==> config.mk <==
export PLATFORM = sky130hd
export DESIGN_NAME = instr_encoder
export DESIGN_NICKNAME = d
export VERILOG_FILES = /design/src/rtl/instr_encoder.sv
export SDC_FILE = /design/constraint.sdc
export NUM_CORES = 1
export LEC_CHECK = 0
export ABC_AREA = 1
export CAP_MARGIN = 15
export CORE_MARGIN = 1.5
export CORE_UTILIZATION = 28
export CTS_BUF_LIST = sky130_fd_sc_hd__clkbuf_2 sky130_fd_sc_hd__clkbuf_4 sky130_fd_sc_hd__clkbuf_8
export DETAILED_ROUTE_END_ITERATION = 10
export PLACE_DENSITY = 0.58
export SLEW_MARGIN = 25
export SYNTH_ARGS = -nofsm -noshare
export SYNTH_HDL_FRONTEND = slang
export SYNTH_SLANG_ARGS = --single-unit
export TNS_END_PERCENT = 5
==> constraint.sdc <==
create_clock -name clk -period 2.5 [get_ports clk]
set_input_delay 0.5 -clock clk [delete_from_list [all_inputs] [get_ports clk]]
set_output_delay 0.5 -clock clk [all_outputs]
set_load 0.005 [all_outputs]
==> src/rtl/instr_encoder.sv <==
// instr_encoder: packs decoded instruction fields into 32-bit words and streams
// each {word, byte address} through a 2-entry output buffer until DEPTH_WORDS
// words have been issued.
module instr_encoder #(
    parameter logic [31:0] BASE_ADDR   = 32'h0000_0000,
    parameter int unsigned DEPTH_WORDS = 256
) (
    input  logic        clk,
    input  logic        rst,
    input  logic        restart,
    input  logic        in_valid,
    output logic        in_ready,
    input  logic [2:0]  in_fmt,
    input  logic [4:0]  in_rd,
    input  logic [4:0]  in_rs1,
    input  logic [4:0]  in_rs2,
    input  logic [2:0]  in_funct3,
    input  logic [6:0]  in_funct7,
    input  logic [19:0] in_imm,
    output logic        out_valid,
    input  logic        out_ready,
    output logic [31:0] out_word,
    output logic [31:0] out_addr,
    output logic [15:0] words_issued,
    output logic        full,
    output logic        err
);

    localparam logic [16:0] DepthW = 17'(DEPTH_WORDS);

    typedef enum logic [0:0] {StLoad, StFull} state_e;

    state_e      state_q, state_d;
    logic [31:0] head_word_q, head_addr_q;
    logic [31:0] tail_word_q, tail_addr_q;
    logic [1:0]  cnt_q;
    logic [15:0] issued_q;
    logic        err_q;

    logic [31:0] enc_word;
    logic [31:0] new_addr;
    logic        fmt_ok;
    logic        accept;
    logic        push;
    logic        pop;
    logic        last;

    // Field packing; the bit placement mirrors the decoder's extraction exactly.
    always_comb begin
        enc_word = 32'h0;
        fmt_ok   = 1'b1;
        unique case (in_fmt)
            3'd0: enc_word = {in_funct7, in_rs2, in_rs1, in_funct3, in_rd, 7'b0110011};
            3'd1: enc_word = {in_imm[11:0], in_rs1, in_funct3, in_rd, 7'b0010011};
            3'd2: enc_word = {in_imm[11:5], in_rs2, in_rs1, in_funct3, in_imm[4:0], 7'b0100011};
            // B uses the raw S-style split, not the architectural scrambled layout.
            3'd3: enc_word = {in_imm[11:5], in_rs2, in_rs1, in_funct3, in_imm[4:0], 7'b1100111};
            3'd4: enc_word = {in_imm, in_rd, 7'b1101111};
            3'd5: enc_word = {in_imm, in_rd, 7'b0110111};
            default: fmt_ok = 1'b0;
        endcase
    end

    // Handshake decode and next-state; restart blocks acceptance and pops.
    always_comb begin
        in_ready = (state_q == StLoad) && (cnt_q < 2'd2) && !restart;
        accept   = in_valid && in_ready;
        push     = accept && fmt_ok;
        pop      = (cnt_q != 2'd0) && out_ready && !restart;
        new_addr = BASE_ADDR + {14'd0, issued_q, 2'b00};
        last     = push && (({1'b0, issued_q} + 17'd1) == DepthW);
        state_d  = state_q;
        if (restart) begin
            state_d = StLoad;
        end else if (state_q == StLoad && last) begin
            state_d = StFull;
        end
    end

    // State register.
    always_ff @(posedge clk) begin
        if (rst) begin
            state_q <= StLoad;
        end else begin
            state_q <= state_d;
        end
    end

    // Output buffer: head always in the head slot; a pop shifts tail into head.
    always_ff @(posedge clk) begin
        if (rst || restart) begin
            head_word_q <= 32'h0;
            head_addr_q <= 32'h0;
            tail_word_q <= 32'h0;
            tail_addr_q <= 32'h0;
            cnt_q       <= 2'd0;
        end else begin
            case ({push, pop})
                2'b10: begin
                    if (cnt_q == 2'd0) begin
                        head_word_q <= enc_word;
                        head_addr_q <= new_addr;
                    end else begin
                        tail_word_q <= enc_word;
                        tail_addr_q <= new_addr;
                    end
                    cnt_q <= cnt_q + 2'd1;
                end
                2'b01: begin
                    head_word_q <= tail_word_q;
                    head_addr_q <= tail_addr_q;
                    cnt_q       <= cnt_q - 2'd1;
                end
                // Push+pop only happens with one entry held (in_ready is low at two).
                2'b11: begin
                    head_word_q <= enc_word;
                    head_addr_q <= new_addr;
                end
                default: ;
            endcase
        end
    end

    // Issue counter and sticky invalid-format flag.
    always_ff @(posedge clk) begin
        if (rst || restart) begin
            issued_q <= 16'd0;
            err_q    <= 1'b0;
        end else begin
            if (push) begin
                issued_q <= issued_q + 16'd1;
            end
            if (accept && !fmt_ok) begin
                err_q <= 1'b1;
            end
        end
    end

    assign out_valid    = (cnt_q != 2'd0);
    assign out_word     = out_valid ? head_word_q : 32'h0;
    assign out_addr     = out_valid ? head_addr_q : 32'h0;
    assign words_issued = issued_q;
    assign full         = (state_q == StFull);
    assign err          = err_q;

endmodule

==> implementation parameters, run 1 <==
Parameter                              Value

Outcome
  Run status    completed

Logic synthesis
  Cell type with the highest aggregate area in the netlist    sky130_fd_sc_hd__dfxtp_1
  Top cell type's share of synthesized area    40.4%
  Dominant cells by area after synthesis    sky130_fd_sc_hd__dfxtp_1 (40%), sky130_fd_sc_hd__a21oi_1 (9.7%), sky130_fd_sc_hd__o21ai_0 (9.7%)
  Post-synthesis sequential element count    114
  Synthesis warning total    0
  Part of the Yosys area used for sequential elements    40.4%
  Mean cell area of the mapped netlist    6.73 µm²
  Count of unique library cells instantiated by Yosys    27
  Summed instance area of the synthesized netlist    5650 µm²
  Gate count of the mapped netlist    839

Clock network
  Skew-Pair Late Insertion Delay    0.44 ns
  Cell at the root of the clock tree    sky130_fd_sc_hd__clkbuf_8
  Clock-pin transition on the worst setup and hold timing paths    0.06 ns
  Maximum level of the CTS H-tree    4
  CTS Hold Buffers Added    0
  Sink count of the clock tree    114
  CTS Buffer Depth    2
  TritonCTS buffer count    17
  Clock tree from TritonCTS    yes

Cells and area
  Ant. Diodes    0
  Commonest non-fill, non-tap cells in the layout    sky130_fd_sc_hd__nand2_1 (134), sky130_fd_sc_hd__clkdlybuf4s50_1 (120), sky130_fd_sc_hd__dfxtp_1 (113), sky130_fd_sc_hd__o21ai_0 (109), sky130_fd_sc_hd__a21oi_1 (109)
  Fill cells    2,092
  Signed area change from the synthesized netlist to the final layout    36.3%
  Fraction of layout instances using a drive strength above 1    8.16%
  Net count reported at finish    1,012
  Most common cell after layout, fill and taps aside    sky130_fd_sc_hd__nand2_1
  Util after Layout    39.2%
  Post-layout instance count excluding filler cells    1,233

Timing
  RSZ-0062 raised after global routing    false
  Period Utilization, post-route    97.2%
  Worst Hold Slack    0.469 ns
  Final setup fails    0
  Max-slew violation count    0
  Clock period minus final worst setup slack    2.43 ns
  Final setup TNS    0 ns
  F_max    0.411 GHz
  Worst clock skew    0.00593 ns
  Hold Vio Cnt, Final    0
  Worst-case setup margin in the final layout    0.0695 ns

Placed design
  Placed cells    1,198
  Final GP Congestion    0.843
  Pre-CTS worst setup slack    -0.0189 ns
  DP Wirelength    12,300 µm
  Count of port buffers added during placement    120

Critical path
  Setup slack of the most critical reg-to-reg path    0.45 ns
  End of the worst register-to-register path    head_addr_q[4]$_SDFFE_PP0P_
  Crit path max-delay cell type    sky130_fd_sc_hd__clkdlybuf4s50_1
  Worst Path Class, Setup    in2out
  Arrival time of data at the critical path endpoint    1.93 ns
  Cell Chain, Critical Path    clkdlybuf4s50_1 > buf_4 > nor3_1 > clkdlybuf4s50_1
  Critical Path Most Common Cell    sky130_fd_sc_hd__clkdlybuf4s50_1
  Nature of the critical path startpoint    primary input
  Worst reg2reg startpoint    cnt_q[0]$_SDFFE_PP0P_
  Crit. End Element    primary output
  Maximum fanout along the worst path    2
  Required time of the worst setup path    2.00 ns
  Worst Reg2Reg Path Length in Cells    11
  Slowest cell delay on critical path    0.58 ns

Floorplanning
  Die boundary height    145 µm
  Core Footprint    19,700 µm²
  Row cnt    51
  Area of the die    21,000 µm²
  Die Width    145 µm
  Number of primary I/O pins    137
  Initial Util    28.7%

Routing
  DR pass1 iterations    5
  Count of unresolved DRC violations after routing    0
  Mean routed wirelength per cell    14.0 µm
  Final antenna-violating net count    0
  Vias post-DR    5,705
  Number of violations reported at the end of detailed-routing iteration 0    385
  Drt via density    4.63
  Final Routed Wirelength    17,300 µm

GRT
  Number of global-route vias before repair    5,125
  Wire length of the first global-routing pass    27,400 µm
  Pin count of the biggest net entering global routing    59
  Initial antenna violation count    0
  Overall track demand over capacity in global routing    16.2%
  Grt total ovfl    0

Power
  Max IR drop VDD    0.278 mV
  Leakage component of the power    2.93 nW
  Power density relative to cell area    572 nW/µm²

Worst hold path
  Beginning of the worst hold path    tail_addr_q[17]$_SDFFE_PP0P_
  Worst hold path stage count    2
  Terminating pin of the worst hold path    head_addr_q[17]$_SDFFE_PP0P_
  Worst hold path type    reg2reg

Job
  Number of violations of the max-capacitance limit    0
power breakdown:
group	switching [mW]	internal, mW
combinational	0.251	0.200
clock	0.747	1.32
sequential	0.0283	1.85
total	1.03	3.38
cell families after synthesis:
kind of cell | synth area share [%]
xor gates and xnor gates | 0.465
DFF | 40.4
AOI/OAI and AO/OA | 24.7
and+or+nand+nor | 20.4
buffers and inverters | 13.3
adders and majority gates | 0.665
other | 0.0664
metrics by stage:
| step | power (mW) | instance area, µm² |
|---|---|---|
| 2_1_floorplan | 2.17 | 5710 |
| 3_3_place_gp | 2.36 | 7180 |
| 3_5_place_dp | 2.37 | 7180 |
| 4_1_cts | 4.45 | 7700 |
| 5_1_grt | 4.57 | 7700 |
| 6_report | 4.40 | 7700 |
metal layers:
metal / GRT usage, % / up-vias / part of all wire (%)
met4: 6.08 / 0 / 1.9
met1: 21.3 / 2577 / 47
met3: 3.05 / 25 / 4.0
li1: - / 2964 / -
met5: 0 / - / 0
met2: 26.2 / 139 / 47
cell type report:
class                      count  area, µm²  share of cell area, %
sequential                   114       2280                   29.7
clock inverter                12        210                   2.73
clock buffer                  19        262                   3.40
timing repair buffer         153       1540                   20.0
tap                          265        332                   4.31
multi-input combinational    568       2690                   35.0
inverter                     102        383                   4.97
cells in the mapped netlist:
library cell and count:
sky130_fd_sc_hd__nand2_1 134, sky130_fd_sc_hd__dfxtp_1 114, sky130_fd_sc_hd__a21oi_1 109, sky130_fd_sc_hd__o21ai_0 109
sky130_fd_sc_hd__nor2_1 107, sky130_fd_sc_hd__inv_1 95, sky130_fd_sc_hd__clkbuf_1 26, sky130_fd_sc_hd__nand3_1 26
sky130_fd_sc_hd__buf_2 23, sky130_fd_sc_hd__a31oi_1 22, sky130_fd_sc_hd__buf_4 20, sky130_fd_sc_hd__a22oi_1 11
sky130_fd_sc_hd__o211ai_1 7, sky130_fd_sc_hd__nand4_1 6, sky130_fd_sc_hd__nor3_1 5, sky130_fd_sc_hd__inv_2 4
sky130_fd_sc_hd__nor2_2 4, sky130_fd_sc_hd__clkinv_1 3, sky130_fd_sc_hd__ha_1 3, sky130_fd_sc_hd__xor2_1 3
sky130_fd_sc_hd__nor2_4 2, sky130_fd_sc_hd__a21oi_4 1, sky130_fd_sc_hd__buf_1 1, sky130_fd_sc_hd__conb_1 1
sky130_fd_sc_hd__nand3_2 1, sky130_fd_sc_hd__o211a_1 1, sky130_fd_sc_hd__o21ai_1 1
worst max path at each step:
stage / startpoint / endpoint / slack [ns] / depth (start not counted)
after global placement: in_fmt[2] / head_addr_q[6]$_SDFFE_PP0P_ / 0.04 / 11
after global routing: cnt_q[0]$_SDFFE_PP0P_ / out_word[14] / 0.006 / 5
final: restart / in_ready / 0.07 / 4
after floorplan: in_fmt[1] / cnt_q[1]$_SDFFE_PP0P_ / 0.24 / 13
after CTS: cnt_q[1]$_SDFFE_PP0P_ / out_word[14] / 0.04 / 5
after detailed placement: in_fmt[2] / head_addr_q[2]$_SDFFE_PP0P_ / -0.02 / 11
sequential cells by signal (all words and copies together) (netlist names):
name,flops
head_word_q,31
tail_word_q,31
head_addr_q,16
tail_addr_q,16
words_issued,16
cnt_q,2
err,1
full,1
worst max-delay path, delay by kind of cell:
kind | cells | cell delay, ns
buf+inv | 3 | 1.17
simple gates | 1 | 0.26
repair_timing:
item / CTS / global route
setup endpoints to repair: 24 / 7
pin swaps: 1 / 0
gates cloned: 0 / 0
setup buffers: 4 / 0
resized for setup: 0 / 1
Power figures use the tool's default switching activity.
==> run 2: changes to the inputs <==
- CORE_UTILIZATION: 28 -> 32
- PLACE_DENSITY: 0.58 -> 0.64
- clock period: 2.5 -> 2.7 ns (I/O delays scaled with it)
==> run 2 against run 1 <==
First-iteration DRC count grew 29%. Cell area shrank 2.7%. Worst setup slack gained 0.18 ns. Largest cell class unchanged. Register-to-register slack about the same. Combinational power is 9.3% lower. Highest routed layer unchanged. Via count decreased by 2.0%.
==> implementation parameters, run 2 (synthesized netlist as in run 1, its figures left out) <==
Parameter                              Value

Clock network
  Clock tree from TritonCTS    yes
  CTS Hold Buffers Added    0
  Clock-pin transition on the worst setup and hold timing paths    0.06 ns
  Maximum level of the CTS H-tree    4
  TritonCTS buffer count    17
  Skew-Pair Late Insertion Delay    0.44 ns
  Number of resized instances in the post-cts repair step    0
  Postcts setup bufs    0
  Sink count of the clock tree    114
  CTS Buffer Depth    2
  Cell at the root of the clock tree    sky130_fd_sc_hd__clkbuf_8

Cells and area
  Registers with the highest flip-flop counts    head_word_q: 31 flops, tail_word_q: 31 flops
  Multi-input combinational cell area    2690 µm²
  Commonest non-fill, non-tap cells in the layout    sky130_fd_sc_hd__nand2_1 (134), sky130_fd_sc_hd__clkdlybuf4s50_1 (120), sky130_fd_sc_hd__dfxtp_1 (114), sky130_fd_sc_hd__o21ai_0 (109), sky130_fd_sc_hd__a21oi_1 (109)
  Non-Filler Cell Area, Final    7490 µm²
  Fraction of layout instances using a drive strength above 1    7.48%
  Ant. Diodes    0
  Most common cell after layout, fill and taps aside    sky130_fd_sc_hd__nand2_1
  Signed area change from the synthesized netlist to the final layout    32.6%
  Fill cells    1,842
  Storage element area    2280 µm²
  Net count reported at finish    1,007

GRT
  Overall track demand over capacity in global routing    18.3%
  Pin count of the biggest net entering global routing    70
  Initial antenna violation count    0
  Grt total ovfl    0
  Wire length of the first global-routing pass    26,400 µm
  Number of global-route vias before repair    5,190

Outcome
  Run status    completed

Floorplanning
  Die Width    136 µm
  Number of primary I/O pins    137
  Area of the die    18,500 µm²
  Die boundary height    136 µm
  Initial Util    32.7%
  Row cnt    48
  Core Footprint    17,300 µm²

Placed design
  Post-DP Area    7130 µm²
  Final GP Congestion    0.858
  Count of port buffers added during placement    120
  DP Wirelength    11,600 µm

Routing
  Final antenna-violating net count    0
  Drt via density    4.71
  Mean routed wirelength per cell    13.9 µm
  Vias post-DR    5,589
  Count of unresolved DRC violations after routing    0
  Final Routed Wirelength    16,500 µm
  DR pass1 iterations    5
  Number of violations reported at the end of detailed-routing iteration 0    496

Timing
  F_max    0.408 GHz
  Period Utilization, post-route    90.8%
  Final setup fails    0
  Final setup TNS    0 ns
  Hold Vio Cnt, Final    0
  Max-slew violation count    0
  Worst clock skew    0.0112 ns
  Clock period minus final worst setup slack    2.45 ns
  RSZ-0062 raised after global routing    false

Critical path
  Maximum fanout along the worst path    33
  Required time of the worst setup path    2.16 ns
  Arrival time of data at the critical path endpoint    1.91 ns
  Worst Reg2Reg Path Length in Cells    12
  Nature of the critical path startpoint    register
  Worst reg2reg startpoint    cnt_q[1]$_SDFFE_PP0P_
  Setup slack of the most critical reg-to-reg path    0.44 ns
  Worst Path Class, Setup    reg2out
  Crit. End Element    primary output
  End of the worst register-to-register path    head_word_q[2]$_SDFFE_PP0P_

Power
  Sw Ratio    25.2%
  Leakage component of the power    2.85 nW
  Share of power burned in registers    47.6%
  Internal cell power    2.73 mW
  Logic gate share of total power    11.2%
  Clock network power share    41.2%
  Power density relative to cell area    488 nW/µm²
  Net switching component of the power    922 µW
  Max IR drop VDD    0.356 mV

Worst hold path
  Worst hold path stage count    2
  Beginning of the worst hold path    tail_addr_q[9]$_SDFFE_PP0P_
  Terminating pin of the worst hold path    head_addr_q[9]$_SDFFE_PP0P_
  Worst hold path type    reg2reg

Job
  Number of violations of the max-capacitance limit    0
==> run 2: layer usage <==
metal  vias up  track usage (%)  part of all wire, %
met2       129             27.7                   45
met5         -                0                    0
met4         0             7.39                  2.1
met1      2500             25.4                   49
met3        23             3.43                  3.7
li1       2937                -                    -
==> run 2: through the flow <==
step	setup slack [ns]	hold slack (ns)	util [%]	power (mW)	instances
floorplan	0.405	0.444	-	2.01	854
global placement	0.0689	0.452	41.2	2.19	1157
detailed placement	0.0475	0.457	41.2	2.19	1157
CTS	0.211	0.462	43.3	3.69	1187
global route	0.135	0.502	43.3	3.82	1187
finish	0.249	0.464	43.3	3.66	1187
==> run 2: area by class of cell <==
cell class | count | area share (%)
Sequential cell | 114 | 30.5
Tap cell | 225 | 3.76
Timing Repair Buffer | 148 | 19.8
Inverter | 102 | 5.11
Clock buffer | 24 | 4.16
Multi-Input combinational cell | 568 | 35.9
Clock inverter | 6 | 0.735
==> run 2: power by group through the flow <==
stage	clock, mW	combinational, mW	sequential, mW
finish	1.51	0.409	1.74
global placement	0	0.407	1.78
floorplan	0	0.235	1.77
global route	1.62	0.459	1.75
detailed placement	0	0.409	1.78
CTS	1.54	0.411	1.74
==> run 2: worst max-delay path by stage <==
stage	from	slack, ns	cells past startpoint	to
after floorplan	in_fmt[1]	0.40	13	cnt_q[1]$_SDFFE_PP0P_
after global placement	in_fmt[2]	0.07	12	head_word_q[2]$_SDFFE_PP0P_
after CTS	cnt_q[0]$_SDFFE_PP0P_	0.21	4	out_addr[7]
after detailed placement	in_fmt[2]	0.05	12	head_word_q[2]$_SDFFE_PP0P_
after global routing	cnt_q[1]$_SDFFE_PP0P_	0.13	4	out_addr[14]
final	cnt_q[1]$_SDFFE_PP0P_	0.25	4	out_addr[7]
==> run 2: critical path, cell delays in order, from the launching register on <==
cell                              delay [ns]
sky130_fd_sc_hd__dfxtp_1                0.43
sky130_fd_sc_hd__nor2_4                 0.05
sky130_fd_sc_hd__buf_4                  0.25
sky130_fd_sc_hd__nor2_1                 0.19
sky130_fd_sc_hd__clkdlybuf4s50_1        0.53
==> run 3: changes to the inputs <==
- GPL_TIMING_DRIVEN: unset -> 1
==> results of run 3 <==
No change in the layout: final DEF, timing and power equal those of run 2.
